## src/rtl/led_blinker.sv

```systemverilog
// Plays a blink code of iCode+1 LED pulses followed by a guard gap, with a
// one-deep pending slot so a request arriving mid-code plays right after it.
module led_blinker #(
  parameter logic [23:0] ON_CYC  = 24'd6_000_000,
  parameter logic [23:0] OFF_CYC = 24'd6_000_000,
  parameter logic [23:0] GAP_CYC = 24'd24_000_000
) (
  input  logic       CLK,
  input  logic       RESETn,
  input  logic       iIntReq,
  input  logic [2:0] iCode,
  output logic       oExtLed,
  output logic       oBusy,
  output logic       oPend,
  output logic [2:0] oDbgState
);

  localparam logic [2:0] ST_IDLE = 3'd0;
  localparam logic [2:0] ST_ON   = 3'd1;
  localparam logic [2:0] ST_OFF  = 3'd2;
  localparam logic [2:0] ST_GAP  = 3'd3;

  logic [2:0]  rState, nxt_state;
  logic [23:0] rTmr, nxt_tmr;
  logic [2:0]  rBlk, nxt_blk;
  logic        rPend, nxt_pend;
  logic [2:0]  rPendCode, nxt_pend_code;
  logic        active;
  logic        gap_done;
  logic        start_direct;

  assign oDbgState = rState;

  assign active   = (rState == ST_ON) || (rState == ST_OFF) || (rState == ST_GAP);
  assign gap_done = (rState == ST_GAP) && (rTmr == GAP_CYC - 24'd1);
  // A request landing on the last gap cycle with an empty slot starts directly.
  assign start_direct = gap_done && !rPend && iIntReq;

  always_comb begin
    nxt_state     = rState;
    nxt_tmr       = rTmr;
    nxt_blk       = rBlk;
    nxt_pend      = rPend;
    nxt_pend_code = rPendCode;
    case (rState)
      ST_IDLE: begin
        if (iIntReq) begin
          nxt_state = ST_ON;
          nxt_blk   = iCode;
          nxt_tmr   = 24'd0;
        end
      end
      ST_ON: begin
        if (rTmr == ON_CYC - 24'd1) begin
          nxt_tmr = 24'd0;
          if (rBlk == 3'd0) begin
            nxt_state = ST_GAP;
          end else begin
            nxt_state = ST_OFF;
            nxt_blk   = rBlk - 3'd1;
          end
        end else begin
          nxt_tmr = rTmr + 24'd1;
        end
      end
      ST_OFF: begin
        if (rTmr == OFF_CYC - 24'd1) begin
          nxt_tmr   = 24'd0;
          nxt_state = ST_ON;
        end else begin
          nxt_tmr = rTmr + 24'd1;
        end
      end
      ST_GAP: begin
        if (gap_done) begin
          nxt_tmr = 24'd0;
          if (rPend) begin
            nxt_state = ST_ON;
            nxt_blk   = rPendCode;
            nxt_pend  = 1'b0;
          end else if (iIntReq) begin
            nxt_state = ST_ON;
            nxt_blk   = iCode;
          end else begin
            nxt_state = ST_IDLE;
          end
        end else begin
          nxt_tmr = rTmr + 24'd1;
        end
      end
      default: begin
        nxt_state     = ST_IDLE;
        nxt_tmr       = 24'd0;
        nxt_blk       = 3'd0;
        nxt_pend      = 1'b0;
        nxt_pend_code = 3'd0;
      end
    endcase
    // Capture after the gap handoff so a coincident request refills the slot.
    if (iIntReq && active && !start_direct) begin
      nxt_pend      = 1'b1;
      nxt_pend_code = iCode;
    end
  end

  always_ff @(posedge CLK or negedge RESETn) begin
    if (!RESETn) begin
      rState    <= ST_IDLE;
      rTmr      <= 24'd0;
      rBlk      <= 3'd0;
      rPend     <= 1'b0;
      rPendCode <= 3'd0;
      oExtLed   <= 1'b0;
      oBusy     <= 1'b0;
      oPend     <= 1'b0;
    end else begin
      rState    <= nxt_state;
      rTmr      <= nxt_tmr;
      rBlk      <= nxt_blk;
      rPend     <= nxt_pend;
      rPendCode <= nxt_pend_code;
      oExtLed   <= (nxt_state == ST_ON);
      oBusy     <= (nxt_state != ST_IDLE);
      oPend     <= nxt_pend;
    end
  end

endmodule

```

## config.mk

```make
export PLATFORM = sky130hd
export DESIGN_NAME = led_blinker
export DESIGN_NICKNAME = d
export VERILOG_FILES = /design/src/rtl/led_blinker.sv
export SDC_FILE = /design/constraint.sdc
export NUM_CORES = 1
export LEC_CHECK = 0
export ABC_AREA = 1
export ABC_CLOCK_PERIOD_IN_PS = 3900
export CAP_MARGIN = 20
export CORE_MARGIN = 2
export CORE_UTILIZATION = 25
export CTS_BUF_LIST = sky130_fd_sc_hd__clkbuf_8
export DETAILED_ROUTE_END_ITERATION = 6
export HOLD_SLACK_MARGIN = 0.06
export SKIP_CTS_REPAIR_TIMING = 1
export SLEW_MARGIN = 20
export SYNTH_ARGS = -nofsm -noshare
export SYNTH_HDL_FRONTEND = slang
export SYNTH_SLANG_ARGS = --single-unit
```

## constraint.sdc

```tcl
create_clock -name CLK -period 3.9 [get_ports CLK]
set_input_delay 0.78 -clock CLK [delete_from_list [all_inputs] [get_ports CLK]]
set_output_delay 0.78 -clock CLK [all_outputs]
set_load 0.02 [all_outputs]
```

==> out/qor.txt <==
Outcome - completed
PD cells - 257 nW/um^2
CTS root buf - clkbuf_8
Most frequent cells in the layout - nand2_1 (94), inv_1 (50), nand3_1 (46), nor2_1 (43), dfrtp_1 (36)
CTS Buffer Depth - 2
Rel. slew slack - 0.446
Final Max Slew Viols - 0
DIE AREA - 10800 um^2
Worst hold path type - register to register
GRT Residual Overflow - 0
RD Place Congestion - 0.875
Synth Flop Type - dfrtp_1
Htree depth - 2
Hold Path Sink - rBlk[1]
Area contributors post-synth - dfrtp_1 (36%), nand2_1 (14%), nand3_1 (9.2%), inv_1 (7.4%), nor2_1 (6.5%)
Max rail drop VDD - 113 uV
Reg2Reg Depth - 10
CP Launch Type - primary input
RSZ-0062 raised after global routing - false
Clock skew - 0.00610 ns
CP startpoint - iIntReq
Total number of yosys warnings - 0
Slowest cell delay on critical path - 0.57 ns
Fraction of registers with async set/reset - 1.00
WHS Path Cells - 2
Clock latency on the worst-skew pair - 0.29 ns
Diode count - 0
Vias per cell - 4.42
Max frequency - 0.414 GHz
Critical Path Slowest Stage Cell - clkdlybuf4s50_1
Tightest Pin Transition - 0.830 ns
Die width - 104 um
Number of synthesized flops with an enable pin - 0
CP required - 4.07 ns
Total CTS buffers - 5
Drt total wl - 6040 um
CP Cell Sequence - clkdlybuf4s50_1, nor2_4, inv_1, nand3_1, xor2_1, nor2_2
Largest net degree at the start of global routing - 37
Worst hold margin - 0.496 ns
Worst EP arrival - 2.59 ns
Hpwl dp - 4630 um
Fin. Hold Viols - 0
Cell area after layout - 2810 um^2
Die Height - 104 um
CP endpoint kind - register
Layout cells sized above 1 - 0.0957
Post-route ant nets - 0
Area delta synth->final - 12.3%
Via count - 2249
Initial antenna violation count - 0
Pre-Repair DR Iteration Count - 4
Vias in the first global route - 2289
Drt drc - 0
Clock transition at the registers of the reported paths - 0.07 ns
Synthesized area per cell - 6.86 um^2
Cell Area, Placed - 2730 um^2
Gate Count Post-Synth - 364
Worst reg2reg path startpoint - rTmr[1]
Max Cap Viol - 0
Overall global routing resource usage - 0.119
Final Util - 0.288
Fin crit share - 0.620
Commonest non-fill, non-tap cell in the layout - nand2_1
Hold Path Origin - rBlk[1]
Initial Util - 0.257
Worst r2r dst - rTmr[16]
First-pass GRT wire length - 10600 um
Routed wire per std cell - 11.9 um
Final setup fails - 0
Final setup TNS - 0 ns
Count of cell types in the netlist - 27
Leakage - 1.23 nW
Synth area leader - dfrtp_1
Yosys top cell area share - 0.361
FF+latch count, synth - 36
Row Count - 36
CP Class - primary input to register
Crit path max fanout - 15
CTS tree - yes
Final nets - 385
Core Area - 9730 um^2
Min Clock Period, post-route - 2.42 ns
Synth Net Count - 373
Post-layout power - 0.000720 W
Clk sink count - 36
Port bufs - 11
Synthesized area - 2500 um^2
IO Pins - 12
Post-synthesis sequential area ratio - 0.361
Iteration-0 DRC Markers - 135
R2r setup slk - 1.87 ns
-- cell usage after synthesis, types with 2 or more instances --
master    instances
nand2_1          94
dfrtp_1          36
xor2_1           10
ha_1              3
o21ai_0          22
nand2_4           2
clkbuf_1          2
nand4_1           7
nor2_1           43
o211ai_1          3
inv_1            49
inv_2             3
buf_2             3
nor3_1            7
nand3_1          46
a21oi_1           5
nor2_4            4
nor2_2           15
nand2_2           2
-- sequential cells by signal, summed over array words and instances (netlist names) --
signal     count
rBlk           3
oBusy          1
rPendCode      3
rTmr          24
oExtLed        1
rPend          1
oDbgState      3
-- area by class of cell --
cell class,count,area (um^2)
inverters,52,195
clock inverters,2,8.76
well taps,133,166
clock buffers,5,68.8
fillers,1109,6920
multi-input cells,270,1360
flip-flops and latches,36,901
repair buffers,11,105
-- kinds of logic (layout without fill, tap and decap cells) --
| group | Yosys count | count (layout) | synth area share |
|---|---|---|---|
| other cells | 1 | 1 | 0.00150 |
| xor+xnor | 10 | 10 | 0.0351 |
| compound gates | 33 | 33 | 0.0756 |
| fa+ha+maj | 3 | 3 | 0.0150 |
| buf+inv | 58 | 70 | 0.0951 |
| flops | 36 | 36 | 0.361 |
| simple gates | 223 | 223 | 0.417 |
-- critical path, delay by kind of cell --
kind	cells	cell delay, ns
and+or+nand+nor	3	0.69
buffers and inverters	2	0.92
xor gates and xnor gates	1	0.19
-- worst max path at each step --
stage,end,slack [ns],cells past startpoint
2_1_floorplan,rTmr[17],2.04,7
6_report,rTmr[17],1.48,6
3_5_place_dp,rTmr[17],1.16,6
4_1_cts,rTmr[17],1.47,6
3_3_place_gp,rTmr[18],1.21,6
5_1_grt,rTmr[17],1.28,6
-- metal layers --
layer | part of all wire | track usage | vias to the layer above
met5 | 0 | 0 | -
met1 | 0.50 | 0.155 | 1035
met2 | 0.47 | 0.195 | 36
met3 | 0.027 | 0.0244 | 3
met4 | 0.0041 | 0.0386 | 0
li1 | - | - | 1175
-- through the flow --
step / instances / setup WS (ns)
2_1_floorplan: 364 / 2.04
3_3_place_gp: 502 / 1.21
3_5_place_dp: 502 / 1.16
4_1_cts: 509 / 1.47
5_1_grt: 509 / 1.28
6_report: 509 / 1.48
-- power breakdown --
part	switching [W]	internal, W
Combinational	0.0000485	0.0000235
Sequential	0.00000665	0.000382
Clock	0.000141	0.000119
Total	0.000196	0.000525
Note: power is estimated with default switching activity, not from simulation.
